<file path="src/rtl/mips_pkg.sv">
// Shared encodings for the multi-cycle MIPS control path: opcodes, functs, mux selects,
// ALU controls and FSM state codes.
package mips_pkg;

    localparam logic [5:0] OpRtype = 6'h00;
    localparam logic [5:0] OpJ     = 6'h02;
    localparam logic [5:0] OpBeq   = 6'h04;
    localparam logic [5:0] OpAddi  = 6'h08;
    localparam logic [5:0] OpLw    = 6'h23;
    localparam logic [5:0] OpSw    = 6'h2B;

    localparam logic [5:0] FnAdd = 6'h20;
    localparam logic [5:0] FnSub = 6'h22;
    localparam logic [5:0] FnAnd = 6'h24;
    localparam logic [5:0] FnOr  = 6'h25;
    localparam logic [5:0] FnSlt = 6'h2A;

    localparam logic [2:0] AluAnd = 3'b000;
    localparam logic [2:0] AluOr  = 3'b001;
    localparam logic [2:0] AluAdd = 3'b010;
    localparam logic [2:0] AluSub = 3'b110;
    localparam logic [2:0] AluSlt = 3'b111;

    // aluop: how the decoder chooses alucontrol
    localparam logic [1:0] AluopAdd   = 2'b00;
    localparam logic [1:0] AluopSub   = 2'b01;
    localparam logic [1:0] AluopFunct = 2'b10;
    localparam logic [1:0] AluopNone  = 2'b11;

    localparam logic [1:0] SrcbB     = 2'b00;
    localparam logic [1:0] SrcbFour  = 2'b01;
    localparam logic [1:0] SrcbImm   = 2'b10;
    localparam logic [1:0] SrcbImmSh = 2'b11;

    localparam logic [1:0] PcsrcAlu    = 2'b00;
    localparam logic [1:0] PcsrcAluOut = 2'b01;
    localparam logic [1:0] PcsrcJump   = 2'b10;

    localparam logic [3:0] StFetch  = 4'd0;
    localparam logic [3:0] StDecode = 4'd1;
    localparam logic [3:0] StMemadr = 4'd2;
    localparam logic [3:0] StMemrd  = 4'd3;
    localparam logic [3:0] StMemwb  = 4'd4;
    localparam logic [3:0] StMemwr  = 4'd5;
    localparam logic [3:0] StExec   = 4'd6;
    localparam logic [3:0] StAluwb  = 4'd7;
    localparam logic [3:0] StBranch = 4'd8;
    localparam logic [3:0] StAddiex = 4'd9;
    localparam logic [3:0] StAddiwb = 4'd10;
    localparam logic [3:0] StJump   = 4'd11;
    localparam logic [3:0] StHalt   = 4'd12;

endpackage

</file>
<file path="src/rtl/mc_alu_decoder.sv">
// ALU control decode: aluop + funct -> alucontrol, plus a flag for unsupported R-type functs.
module mc_alu_decoder
    import mips_pkg::*;
(
    input  logic [1:0] aluop,
    input  logic [5:0] funct,
    output logic [2:0] alucontrol,
    output logic       illegal_funct
);

    logic [2:0] funct_ctl;

    // funct legality is reported regardless of aluop so DECODE can flag it early
    always_comb begin
        funct_ctl     = AluAnd;
        illegal_funct = 1'b0;
        case (funct)
            FnAdd:   funct_ctl = AluAdd;
            FnSub:   funct_ctl = AluSub;
            FnAnd:   funct_ctl = AluAnd;
            FnOr:    funct_ctl = AluOr;
            FnSlt:   funct_ctl = AluSlt;
            default: illegal_funct = 1'b1;
        endcase
    end

    always_comb begin
        alucontrol = 3'b000;
        case (aluop)
            AluopAdd:   alucontrol = AluAdd;
            AluopSub:   alucontrol = AluSub;
            AluopFunct: alucontrol = funct_ctl;
            default:    alucontrol = 3'b000;
        endcase
    end

endmodule

</file>
<file path="src/rtl/mc_control_fsm.sv">
// Multi-cycle MIPS main control FSM: Moore output decode, state sequencing and a
// retired-instruction counter.
module mc_control_fsm
    import mips_pkg::*;
#(
    parameter bit ENABLE_JUMP  = 1'b1,
    parameter bit ILLEGAL_TRAP = 1'b0
) (
    input  logic        clk,
    input  logic        reset,
    input  logic [5:0]  opcode,
    input  logic [5:0]  funct,
    input  logic        zero,
    output logic        pcwrite,
    output logic        pcwrite_en,
    output logic        iord,
    output logic        memwrite,
    output logic        irwrite,
    output logic        regwrite,
    output logic        regdst,
    output logic        memtoreg,
    output logic        alusrca,
    output logic [1:0]  alusrcb,
    output logic [1:0]  pcsrc,
    output logic [2:0]  alucontrol,
    output logic        illegal,
    output logic        halted,
    output logic [31:0] instret
);

    logic [3:0]  state_q, state_d;
    logic [31:0] instret_q;
    logic        op_legal;
    logic        illegal_funct;
    logic        retire;
    logic [1:0]  aluop;
    logic        pcwrite_raw, memwrite_raw, irwrite_raw, regwrite_raw, branch;

    mc_alu_decoder u_alu_decoder (
        .aluop         (aluop),
        .funct         (funct),
        .alucontrol    (alucontrol),
        .illegal_funct (illegal_funct)
    );

    always_comb begin
        case (opcode)
            OpRtype, OpLw, OpSw, OpBeq, OpAddi: op_legal = 1'b1;
            OpJ:                                op_legal = ENABLE_JUMP;
            default:                            op_legal = 1'b0;
        endcase
    end

    always_comb begin
        state_d = state_q;
        retire  = 1'b0;
        case (state_q)
            StFetch:  state_d = StDecode;
            StDecode: begin
                if (!op_legal) begin
                    retire  = ~ILLEGAL_TRAP;
                    state_d = ILLEGAL_TRAP ? StHalt : StFetch;
                end else begin
                    case (opcode)
                        OpLw, OpSw: state_d = StMemadr;
                        OpRtype:    state_d = StExec;
                        OpBeq:      state_d = StBranch;
                        OpAddi:     state_d = StAddiex;
                        OpJ:        state_d = StJump;
                        default:    state_d = StFetch;
                    endcase
                end
            end
            StMemadr: state_d = (opcode == OpLw) ? StMemrd : StMemwr;
            StMemrd:  state_d = StMemwb;
            StExec:   state_d = StAluwb;
            StAddiex: state_d = StAddiwb;
            StMemwb, StMemwr, StAluwb, StBranch, StAddiwb, StJump: begin
                retire  = 1'b1;
                state_d = StFetch;
            end
            StHalt:   state_d = StHalt;
            default:  state_d = StFetch;
        endcase
    end

    always_ff @(posedge clk or posedge reset) begin
        if (reset) begin
            state_q   <= StFetch;
            instret_q <= '0;
        end else begin
            state_q <= state_d;
            if (retire) begin
                instret_q <= instret_q + 32'd1;
            end
        end
    end

    always_comb begin
        pcwrite_raw  = 1'b0;
        memwrite_raw = 1'b0;
        irwrite_raw  = 1'b0;
        regwrite_raw = 1'b0;
        branch       = 1'b0;
        iord         = 1'b0;
        regdst       = 1'b0;
        memtoreg     = 1'b0;
        alusrca      = 1'b0;
        alusrcb      = SrcbB;
        pcsrc        = PcsrcAlu;
        aluop        = AluopNone;
        case (state_q)
            StFetch: begin
                irwrite_raw = 1'b1;
                pcwrite_raw = 1'b1;
                alusrcb     = SrcbFour;
                aluop       = AluopAdd;
            end
            StDecode: begin
                alusrcb = SrcbImmSh;
                aluop   = AluopAdd;
            end
            StMemadr, StAddiex: begin
                alusrca = 1'b1;
                alusrcb = SrcbImm;
                aluop   = AluopAdd;
            end
            StMemrd: iord = 1'b1;
            StMemwb: begin
                memtoreg     = 1'b1;
                regwrite_raw = 1'b1;
            end
            StMemwr: begin
                iord         = 1'b1;
                memwrite_raw = 1'b1;
            end
            StExec: begin
                alusrca = 1'b1;
                aluop   = AluopFunct;
            end
            StAluwb: begin
                regdst       = 1'b1;
                regwrite_raw = ~illegal_funct;
            end
            StBranch: begin
                alusrca = 1'b1;
                aluop   = AluopSub;
                pcsrc   = PcsrcAluOut;
                branch  = 1'b1;
            end
            StAddiwb: regwrite_raw = 1'b1;
            StJump: begin
                pcsrc       = PcsrcJump;
                pcwrite_raw = 1'b1;
            end
            default: ;
        endcase
    end

    // Enables are gated by reset itself so nothing writes while reset is held in FETCH
    assign pcwrite    = pcwrite_raw & ~reset;
    assign pcwrite_en = (pcwrite_raw | (branch & zero)) & ~reset;
    assign memwrite   = memwrite_raw & ~reset;
    assign irwrite    = irwrite_raw & ~reset;
    assign regwrite   = regwrite_raw & ~reset;

    assign illegal = (state_q == StDecode) &&
                     (!op_legal || (opcode == OpRtype && illegal_funct));
    assign halted  = (state_q == StHalt);
    assign instret = instret_q;

endmodule
</file>
<file path="config.mk">
export PLATFORM = sky130hd
export DESIGN_NAME = mc_control_fsm
export DESIGN_NICKNAME = d
export VERILOG_FILES = /design/src/rtl/mips_pkg.sv /design/src/rtl/mc_alu_decoder.sv /design/src/rtl/mc_control_fsm.sv
export SDC_FILE = /design/constraint.sdc
export NUM_CORES = 1
export LEC_CHECK = 0
export ABC_AREA = 0
export CAP_MARGIN = 10
export CORE_ASPECT_RATIO = 1.75
export CORE_MARGIN = 1.5
export CORE_UTILIZATION = 51
export CTS_CLUSTER_DIAMETER = 200
export DETAILED_ROUTE_END_ITERATION = 8
export PLACE_DENSITY = 0.89
export SLEW_MARGIN = 20
export SYNTH_ARGS = -nofsm -noshare
export SYNTH_HDL_FRONTEND = slang
export SYNTH_HIERARCHICAL = 1
export SYNTH_SLANG_ARGS = --single-unit
</file>
<file path="constraint.sdc">
create_clock -name clk -period 3.4 [get_ports clk]
set_clock_uncertainty 0.1 [all_clocks]
set_input_delay 0.68 -clock clk [delete_from_list [all_inputs] [get_ports clk]]
set_output_delay 0.68 -clock clk [all_outputs]
set_load 0.01 [all_outputs]
</file>
After elaboration in Yosys (flattened, before gate mapping)
Index checks and enable logic that the tools add are counted.

cells by class
  multipliers = 0
  equality and inequality tests = 24
  order comparisons = 0
  div/mod/pow operators = 0
  shift operators = 0
  reduce and logical (&&, ||, !) cells = 17
  $add $sub $neg = 1
  multiplexer cells = 22
  bitwise logic cells = 8

operators with widths
  operator                                                          number
  6-bit == test (second input constant)                             7
  32-bit by 1-bit adder with 32-bit output (second input constant)  1
  4-bit case mux with 7 select lines                                1
  4-bit == test (second input constant)                             5
  4-bit case mux with 5 select lines                                1
  4-bit by 3-bit == test with 1-bit output (second input constant)  4
  2-bit case mux with 3 select lines                                2
  3-bit case mux with 4 select lines                                1
  6-bit OR reduction                                                2
  1-bit 2-to-1 mux                                                  11
  2-bit OR reduction                                                5
  3-bit case mux with 3 select lines                                1
  4-bit by 2-bit == test with 1-bit output (second input constant)  2
  4-bit OR reduction                                                2
  1-bit AND                                                         6
  6-bit by 2-bit == test with 1-bit output (second input constant)  1
  6-bit by 3-bit == test with 1-bit output (second input constant)  1
  6-bit by 4-bit == test with 1-bit output (second input constant)  1
  6-bit logical NOT                                                 1
  5-bit OR reduction                                                1
  4-bit by 1-bit == test with 1-bit output (second input constant)  1
  4-bit logical NOT                                                 1
  4-bit 2-to-1 mux                                                  1
  1-bit case mux with 2 select lines                                2
  other kinds (10)                                                  11

word-level totals
  output and inout bits = 50
  logic and storage cells = 74
  memory bits (writable) = 0
  memories = 0
  ROM bits = 0
  bits in latches = 0
  bits in registers = 36

Logic depth before layout (Yosys ltp)
Gate-level depths: netlist of run 1.

  word-level depth = 6
  depth in mapped cells = 7

Modules after synthesis
The synthesis of run 1 kept the hierarchy.

modules (own cells, without submodules)
  module          cells each  area an instance (um^2)  instances
  mc_control_fsm  219         2031.9                   1
  mc_alu_decoder  12          103.8                    1

Worst setup path after synthesis of run 1
Ideal clock, no wire load.

  kind = input-to-output
  start = input opcode[2]
  end = output illegal
  cell stages on the path = 5
  data required time = 2620 ps
  slack = 682 ps
  arrival time = 1938 ps
  buffers on the path = 1
  path through = clkbuf_1 > or4_1 > nor3_1 > a21oi_1 > a21boi_0

between the ends
  cells in the longest elaborated chain, start to end = 6
  elaborated cells on any way between the ends = 12

RTL lines
  item                                         line                   RTL
  from (decl)                                  mc_control_fsm.sv:11   input logic [5:0] opcode,
  6-bit == test, or another cell as far along  mc_control_fsm.sv:47   case (opcode)
  6-bit OR reduction (no source line)          n/a
  1-bit 2-to-1 mux                             mc_control_fsm.sv:47
  1-bit logical NOT                            mc_control_fsm.sv:168  (!op_legal || (opcode == OpRtype && illegal_funct));
  1-bit logical OR (*)                         mc_control_fsm.sv:168
  1-bit logical AND (*)                        mc_control_fsm.sv:167  assign illegal = (state_q == StDecode) &&
  to (decl)                                    mc_control_fsm.sv:26   output logic illegal,

Every way passes the cells marked *; elsewhere a longest branch is shown, timed or not.

Worst setup path in the final report of run 1
  start = input funct[5]
  end = output alucontrol[2]

between the ends
  cells in the longest elaborated chain, start to end = 3
  elaborated cells on any way between the ends = 6

RTL lines
  item                                    line                  RTL
  from (decl)                             mc_control_fsm.sv:12  input logic [5:0] funct,
  6-bit == test                           mc_alu_decoder.sv:17  case (funct)
  3-bit case mux with 4 select lines (*)  mc_alu_decoder.sv:17
  3-bit case mux with 3 select lines (*)  mc_alu_decoder.sv:29  case (aluop)
  to (decl)                               mc_control_fsm.sv:25  output logic [2:0] alucontrol,

Marked as above.

==> results of run 1 <==
-- cells by family after synthesis --
logic type | synth area share (%)
buffers and inverters | 3.749
AND/OR/NAND/NOR | 29.94
flip-flops | 42.18
multiplexers | 0.5272
adder cells (fa/ha/maj) | 1.054
XOR/XNOR | 14.29
AO/OA/AOI/OAI | 8.260
-- path summary, 6_finish.rpt --
| check | start | to | slack, ns | depth (start not counted) |
|---|---|---|---|---|
| max | funct[5] | alucontrol[2] | 0.12 | 4 |
| min | instret[31] | instret[31] | 0.37 | 1 |
| max reg2reg | state_q[1] | instret[27] | 0.97 | 7 |
| min reg2reg | instret[31] | instret[31] | 0.37 | 1 |
| max in group asynchronous | reset | state_q[1] | 2.03 | 3 |
| min in group asynchronous | reset | instret[8] | 0.84 | 3 |
-- layer usage --
layer  share of wire (%)  up-vias  routed length [um]  GRT usage (%)
met2                  58       94                3313          51.67
met1                  34      997                1939          26.37
met5                   0        -                   0              0
li1                    -      988                   -              -
met4                 3.4        0                 194          15.31
met3                 4.3       22                 246          5.405
-- synth_stat cells (2+ instances only) --
library cell / number / area (sq um)
nor3_1: 19 / 95.09
or2_2: 2 / 12.51
o211ai_1: 2 / 15.01
nor2b_1: 2 / 12.51
buf_2: 4 / 20.02
o41ai_1: 2 / 17.52
or3_1: 3 / 18.77
or4_1: 2 / 15.01
nand2b_1: 3 / 18.77
nor4_1: 11 / 68.82
nand3_1: 11 / 55.05
nor2_1: 13 / 48.80
xnor2_1: 15 / 131.4
dfrtp_1: 36 / 900.9
nor4bb_1: 2 / 20.02
o31ai_1: 3 / 22.52
o21ai_0: 5 / 25.02
inv_1: 8 / 30.03
a21oi_1: 7 / 35.03
xor2_1: 18 / 157.7
nand4_1: 7 / 43.79
and3_1: 5 / 31.28
and4_4: 2 / 22.52
nand2_1: 20 / 75.07
o22ai_1: 2 / 12.51
clkbuf_1: 7 / 26.28
-- worst reg2reg max path, cell delays in order (launching register included) --
cell,delay [ns]
dfrtp_2,0.47
buf_4,0.19
nor4b_2,0.35
o221a_2,0.27
nor3_1,0.05
buf_4,0.19
or4_4,0.55
xnor2_2,0.14
-- metrics by stage --
stage                     utilization, %  setup slack [ns]  TNS, ns  hold slack [ns]  cells
after floorplan                        -            0.6817        0           0.4039    231
after global placement             71.95           -0.2171  -0.3802           0.3542    351
after detailed placement           71.95           -0.2328  -0.4463           0.3616    351
after CTS                          74.56           0.01495        0           0.3710    359
after global routing               74.65           0.01318        0           0.3996    359
final                              74.65            0.1177        0           0.3659    359
-- power by group through the flow --
stage	clock network [mW]	logic (mW)	registers (mW)
CTS	0.370	0.784	0.576
detailed placement	0	0.782	0.583
floorplan	0	0.409	0.588
global placement	0	0.765	0.577
finish	0.363	0.789	0.580
global route	0.391	0.859	0.588
-- what timing repair did --
action,CTS,global route
gates cloned,0,0
setup endpoints to repair,2,4
resized for setup,3,6
hold endpoints to repair,0,0
pin swaps,0,0
-- layout make-up --
cell class | instances | area [sq um] | share of cell area, %
Inverter | 8 | 30.03 | 0.9877
Timing Repair Buffer | 83 | 773.2 | 25.43
Clock buffer | 6 | 72.57 | 2.387
Tap cell | 49 | 61.31 | 2.016
Clock inverter | 2 | 35.03 | 1.152
Multi-Input combinational cell | 175 | 1166 | 38.35
Sequential cell | 36 | 902.1 | 29.67
-- sequential cells by signal, indices dropped and copies added, names as in the netlist --
| register | cells |
|---|---|
| state_q | 4 |
| instret | 32 |
==> metrics.txt, run 1 <==
GRT Overall Usage 27.32%; P&R area growth vs syn 42.36%; routed via count 2101; Syn Nets between 200 and 250; setup violators final 0; most common cell after layout, fill and taps aside clkdlybuf4s50_1; Hold/Removal Path Class reg -> reg; post-route ant nets 0; post-detail-place hpwl 4351 um; ant diodes 0; Worst-Skew Late Latency around 0.29 ns; Final Cycle Share 96.54%; vias per cell 5.852; setup bufs post-CTS 0; switching share of power a little under two fifths; number of synthesized flops with an enable pin 0; most frequent cells in the layout clkdlybuf4s50_1 (62), dfrtp_1 (35), nand2_1 (20); Die Span X 51.92 um; largest net degree at the start of global routing 37; family with the most delay on the worst path buffers and inverters; dpl cell area around 2900 sq um; Sequential Power Share 33.5%; Worst-Margin Slew roughly 0.53 ns; Layout Nets about 330; static leakage 1.272 nW; ys async rst share 100.0%; Congestion Overflow GR 0; synthesized flop and latch total 36; peak supply drop 478.3 uV; die height between 80 and 90 um; Starting Density 52.44%; Bufs and invs on worst path 2; vias in the first global route between 2000 and 2500; Slew Limit Fails 0; Rel. slew slack 64.74%; TritonRoute pass-1 iters 4; post-layout min period 3.282 ns; core region area 4073 sq um; Fmax a little over 300 MHz; Bufs on Longest Clock Path 2; run status finished clean; htree depth 2; Yosys warning total 6; clock sinks 36; commonest register cell after synthesis dfrtp_1; # hold bufs at CTS 0; max cap viols 0; filler instances slightly below 300; Crit path largest cell delay roughly 0.60 ns; CP max-delay cell clkdlybuf4s50_1; Crit path top cell by count clkdlybuf4s50_1; Mapped Cells 231; global placement routability congestion 0.8374; Cell Pwr Density 569.6 nW/um^2; Ports between 60 and 70; fin area 3040 sq um; die footprint 4600 sq um; drt drc 0; syn avg cell area 9.246 sq um; library cells used by synthesis between 40 and 50; CP Cell Sequence clkdlybuf4s50_1 -> or3b_1 -> o41ai_1 -> clkdlybuf4s50_1; initial antenna violation count 0; CP max FO 3; endpoints failing hold 0; proportion of layout cells with a drive suffix above 1 12.90%; DR iter-0 viols 48; Port Buffer Count 64; crit path DAT ~2.5 ns; CP endpoint kind output port; Clock power frac about a fifth; Root Buffer clkbuf_8; drt wl/cell 15.86 um; cts bufs inserted 5; first-pass GRT wire length 9446 um; CTS tree built; RSZ-0062 raised after global routing false; Gate power share 45.5%; Reg clk slew, reported paths 0.07 ns; critical path class in -> out; Routed WL 5693 um; Worst EP required roughly 2.6 ns; Synth Cell Area 2136 sq um; cell-internal power roughly 1.1 mW; CP Launch Type primary input; FP Rows 31; net load switching power roughly 0.65 mW; Seq/Total Area, Yosys 42.18%; total power 1.732 mW
Note: power is estimated with default switching activity, not from simulation.
==> run 2, diff against run 1 <==
--- a/config.mk
+++ b/config.mk
@@ -8,3 +8,3 @@
 export ABC_AREA = 0
-export CAP_MARGIN = 10
+export CAP_MARGIN = 5
 export CORE_ASPECT_RATIO = 1.75
==> constraint.sdc (replaced) <==
create_clock -name clk -period 3.4 [get_ports clk]
set_clock_uncertainty 0.1 [all_clocks]
set_input_delay 0.34 -clock clk [delete_from_list [all_inputs] [get_ports clk]]
set_output_delay 0.34 -clock clk [all_outputs]
set_load 0.01 [all_outputs]
==> metrics.txt, run 2 (synthesis results as in run 1) <==
static leakage 1.193 nW (was 1.272 nW); initial antenna violation count 0 (unchanged); filler instances 323 (was 297); Layout Nets 311 (was 325); proportion of layout cells with a drive suffix above 1 7.119% (was 12.90%); Reg clk slew, reported paths 0.07 ns (about the same); Cell Count, Final, Fillers Out 344 (was 359); Worst-Skew Late Latency 0.29 ns (about the same); Worst Setup EP alucontrol[2] (unchanged); max FFs per register 32 (unchanged); drt wl/cell 15.42 um (was 15.86 um); vias per cell 5.831 (was 5.852); Final WS setup 0.2956 ns (was 0.1177 ns); clock sinks 36 (unchanged); Rel. slew slack 64.64% (was 64.74%); post-layout min period 3.104 ns (was 3.282 ns); routed via count 2006 (was 2101); PostCTS Resize Cnt 0 (was 3); most frequent cells in the layout clkdlybuf4s50_1 (64), dfrtp_1 (36), nand2_1 (20) (was clkdlybuf4s50_1 (62), dfrtp_1 (35), nand2_1 (20)); ant diodes 0 (unchanged); Root Buffer clkbuf_8 (unchanged); die height 88.61 um (unchanged); RSZ-0062 raised after global routing false (unchanged); global placement routability congestion 0.7831 (was 0.8374); Critical R2R Launch state_q[0] (was state_q[1]); worst r2r dst instret[27] (unchanged); FF-to-FF path depth 6 (was 7); post-route ant nets 0 (unchanged); CTS tree built (unchanged); CP Launch Type flop (was primary input); Ports 65 (unchanged); Port Buffer Count 64 (unchanged); R2R Setup Slk 0.93 ns (was 0.97 ns); first-pass GRT wire length 8838 um (was 9446 um); Congestion Overflow GR 0 (unchanged); dpl ws 0.3444 ns (was -0.2328 ns); Bufs on Longest Clock Path 2 (unchanged); P&R area growth vs syn 36.79% (was 42.36%); cts bufs inserted 5 (unchanged); peak supply drop 408.8 uV (was 478.3 uV); drt drc 0 (unchanged); # hold bufs at CTS 0 (unchanged); TritonRoute pass-1 iters 4 (unchanged); crit path DAT 2.66 ns (was 2.50 ns); Die Span X 51.92 um (unchanged); Slew Limit Fails 0 (unchanged); FP Rows 31 (unchanged); max cap viols 0 (unchanged); hold path startpoint instret[31] (unchanged); Hold/Removal Path Class reg -> reg (unchanged); Worst-Margin Slew 0.5289 ns (was 0.5274 ns); post-detail-place hpwl 4056 um (was 4351 um); htree depth 2 (unchanged); setup TNS 0 ns (unchanged); Worst EP required 2.96 ns (was 2.62 ns); critical path class reg -> out (was in -> out); most common cell after layout, fill and taps aside clkdlybuf4s50_1 (unchanged); Critical Path Source state_q[1] (was funct[5]); Fmax 322.1 MHz (was 304.7 MHz); setup bufs post-CTS 0 (unchanged); CP max FO 10 (was 3); die footprint 4600 sq um (unchanged); Final Cycle Share 91.31% (was 96.54%); DR iter-0 viols 40 (was 48); run status finished clean (unchanged); GRT Overall Usage 25.43% (was 27.32%); CP endpoint kind output port (unchanged); largest net degree at the start of global routing 37 (unchanged); Routed WL 5304 um (was 5693 um); setup violators final 0 (unchanged); core region area 4073 sq um (unchanged); vias in the first global route 2008 (was 2141); Cell Pwr Density 570.5 nW/um^2 (was 569.6 nW/um^2); total placed cells including tap cells 337 (was 351); Starting Density 52.44% (unchanged); endpoints failing hold 0 (unchanged)
[run 2: stage by stage]
stage / util [%] / power (mW) / area (sq um) / hold slack [ns]
after floorplan: - / 0.9969 / 2136 / 0.4039
after global placement: 69.37 / 1.323 / 2825 / 0.3540
after detailed placement: 69.37 / 1.341 / 2825 / 0.3681
after CTS: 71.74 / 1.670 / 2922 / 0.3771
after global routing: 71.74 / 1.765 / 2922 / 0.4070
final: 71.74 / 1.667 / 2922 / 0.3718
[run 2: metal layers]
metal | up-vias | part of all wire, % | global-route usage [%]
met4 | 0 | 2.8 | 15.55
met2 | 63 | 58 | 47.30
li1 | 958 | - | -
met5 | - | 0 | 0
met1 | 971 | 36 | 25.76
met3 | 14 | 3.6 | 3.378
[run 2: worst min path at each step]
stage | endpoint | slack (ns) | cells past startpoint
global placement | instret[31] | 0.35 | 1
finish | instret[31] | 0.37 | 1
detailed placement | instret[31] | 0.37 | 1
CTS | instret[31] | 0.38 | 1
global route | instret[31] | 0.41 | 1
floorplan | instret[31] | 0.40 | 1
[run 2: where the power goes]
group / switching, mW / internal, mW
logic: 0.383 / 0.357
registers: 0.108 / 0.491
clock network: 0.148 / 0.180
[run 2: area by class of cell]
type | count | area [sq um] | share of cell area (%)
inverters | 8 | 30.03 | 1.028
clock buffers | 7 | 96.34 | 3.298
repair buffers | 69 | 678.2 | 23.21
well taps | 49 | 61.31 | 2.099
flip-flops and latches | 36 | 900.9 | 30.84
multi-input cells | 175 | 1155 | 39.53
[run 2: worst max-delay path, stage by stage (launching register included)]
cell	delay, ns
dfrtp_1	0.49
buf_4	0.21
nand2_1	0.15
o211ai_1	0.16
or3b_1	0.42
o41ai_1	0.34
clkdlybuf4s50_1	0.61
==> run 3, diff against run 2 <==
- CORE_UTILIZATION: 51 -> 42
- PLACE_DENSITY: 0.89 -> 0.79
- RECOVER_POWER: not set -> 100
- clock period: 3.4 -> 2.8 ns (I/O delays scaled with it)
==> metrics.txt, run 3 (synthesis results as in run 1) <==
Port Buffer Count 64 (unchanged); routed via count 2058 (was 2006); die footprint 5539 sq um (was 4600 sq um); Slew Limit Fails 0 (unchanged); Cell Pwr Density 673.5 nW/um^2 (was 570.5 nW/um^2); Fmax about 370 MHz; initial antenna violation count 0 (unchanged); Ports 65 (unchanged); global placement routability congestion 0.8237 (was 0.7831); post-route ant nets 0 (unchanged); CP Launch Type primary input (was flop); first-pass GRT wire length 9101 um (was 8838 um); cts bufs inserted 5 (unchanged); drt drc 0 (unchanged); CP endpoint kind output port (unchanged); Worst EP required 2.42 ns (was 2.96 ns); setup violators final 0 (unchanged); run status finished clean (unchanged); setup TNS 0 ns (unchanged); clock sinks 36 (unchanged); CP max-delay cell dlygate4sd3_1 (was clkdlybuf4s50_1); P&R area growth vs syn 39.89% (was 36.79%); GRT Overall Usage 20.17% (was 25.43%); CP max FO 2 (was 10); worst r2r dst instret[13] (was instret[27]); vias in the first global route 1967 (was 2008); vias per cell 5.717 (was 5.831); proportion of layout cells with a drive suffix above 1 8.497% (was 7.119%); Die Span X 56.91 um (was 51.92 um); Finished Core Util 60.55% (was 71.74%); largest net degree at the start of global routing 23 (was 37); FP Rows 34 (was 31); max cap viols 0 (unchanged); TritonRoute pass-1 iters 4 (unchanged); Bufs on Longest Clock Path 2 (unchanged); dpl ws -0.06830 ns (was 0.3444 ns); Routed WL 5313 um (was 5304 um); filler instances 440 (was 323); CP Cell Sequence dlygate4sd3_1 -> mux2_1 -> or4b_1 -> clkbuf_4 -> a21oi_1 -> a21boi_0 -> dlygate4sd2_1 (was buf_4 -> nand2_1 -> o211ai_1 -> or3b_1 -> o41ai_1 -> clkdlybuf4s50_1); crit path DAT 2.31 ns (was 2.66 ns); DR iter-0 viols 93 (was 40); critical path class in -> out (was reg -> out); drt wl/cell 14.76 um (was 15.42 um); peak supply drop 549.1 uV (was 408.8 uV); Worst Setup EP illegal (was alucontrol[2]); Reg clk slew, reported paths 0.07 ns (about the same); Congestion Overflow GR 0 (unchanged); Final WS setup 0.1138 ns (was 0.2956 ns); setup bufs post-CTS 0 (unchanged); R2R Setup Slk 0.26 ns (was 0.93 ns); endpoints failing hold 0 (unchanged); static leakage 1.325 nW (was 1.193 nW); max FFs per register 32 (unchanged); Worst-Skew Late Latency 0.29 ns (about the same); Rel. slew slack 20.97% (was 64.64%); Root Buffer clkbuf_8 (unchanged); Layout Nets 321 (was 311); most common cell after layout, fill and taps aside dlygate4sd3_1 (was clkdlybuf4s50_1); Critical Path Source funct[2] (was state_q[1]); Final Cycle Share 95.94%; CTS tree built (unchanged); htree depth 2 (unchanged); RSZ-0062 raised after global routing false (unchanged); Critical R2R Launch state_q[0] (unchanged); die height 97.34 um (was 88.61 um); post-layout min period about 2.7 ns; ant diodes 0 (unchanged); post-detail-place hpwl 4085 um (was 4056 um); core region area 4935 sq um (was 4073 sq um); Worst-Margin Slew 1.185 ns (was 0.5289 ns); FF-to-FF path depth 7 (was 6); most frequent cells in the layout dlygate4sd3_1 (46), dfrtp_1 (36), nand2_1 (20) (was clkdlybuf4s50_1 (64), dfrtp_1 (36), nand2_1 (20)); Crit path largest cell delay 0.57 ns (was 0.61 ns); Starting Density 43.28% (was 52.44%); Hold/Removal Path Class reg -> reg (unchanged)
run 3: changes by cell type in the layout (fill, tap and decap cells not counted), sizes merged:
| cell | previous run | this run |
|---|---|---|
| dlygate4sd2 | 0 | 4 |
| dlygate4sd3 | 0 | 46 |
| clkinv | 0 | 1 |
| buf | 5 | 10 |
| bufinv | 0 | 1 |
| clkbuf | 7 | 11 |
| clkdlybuf4s50 | 64 | 14 |
run 3: per-stage QoR:
stage	hold WS, ns	total power [mW]	cells	area, sq um
finish	0.3765	2.012	360	2988
global route	0.3886	2.141	360	2988
CTS	0.3832	2.089	360	3022
detailed placement	0.3735	1.652	352	2919
global placement	0.3624	1.633	352	2919
floorplan	0.3470	1.211	231	2136
run 3: worst min-delay path by stage:
stage	endpoint	cells after the start	startpoint
2_1_floorplan	instret[0]	1	reset
3_3_place_gp	instret[31]	1	instret[31]
3_5_place_dp	instret[31]	1	instret[31]
4_1_cts	instret[31]	1	instret[31]
5_1_grt	instret[31]	1	instret[31]
6_report	instret[31]	1	instret[31]
run 3: cell type report:
cell class	count	area, sq um	share of cell area [%]
Timing Repair Buffer	79	733.2	24.54
Multi-Input combinational cell	175	1149	38.44
Tap cell	54	67.56	2.261
Inverter	8	30.03	1.005
Sequential cell	36	900.9	30.15
Clock buffer	6	72.57	2.429
Clock inverter	2	35.03	1.173
run 3: timing repair:
action                     CTS  global route
setup endpoints to repair    4             0
hold buffers                 0             0
resized for setup            4             0
run 3: worst max-delay path: cells and delay by family:
family,cells,cell delay (ns)
buf+inv,3,1.02
simple gates,1,0.49
mux,1,0.32
compound gates,2,0.19
run 3: layer usage:
metal	GRT usage [%]	wire, um	up-vias
met3	2.530	180	9
met2	36.52	2971	57
met1	22.74	2028	1009
li1	-	-	983
met5	0	0	-
met4	8.945	131	0
run 3: power breakdown:
| part | internal [mW] | total, mW | leakage (nW) | switching [mW] |
|---|---|---|---|---|
| Clock | 0.264 | 0.448 | 0.0552 | 0.184 |
| Sequential | 0.597 | 0.694 | 0.460 | 0.0978 |
| Combinational | 0.376 | 0.870 | 0.810 | 0.494 |
| Total | 1.24 | 2.01 | 1.32 | 0.775 |
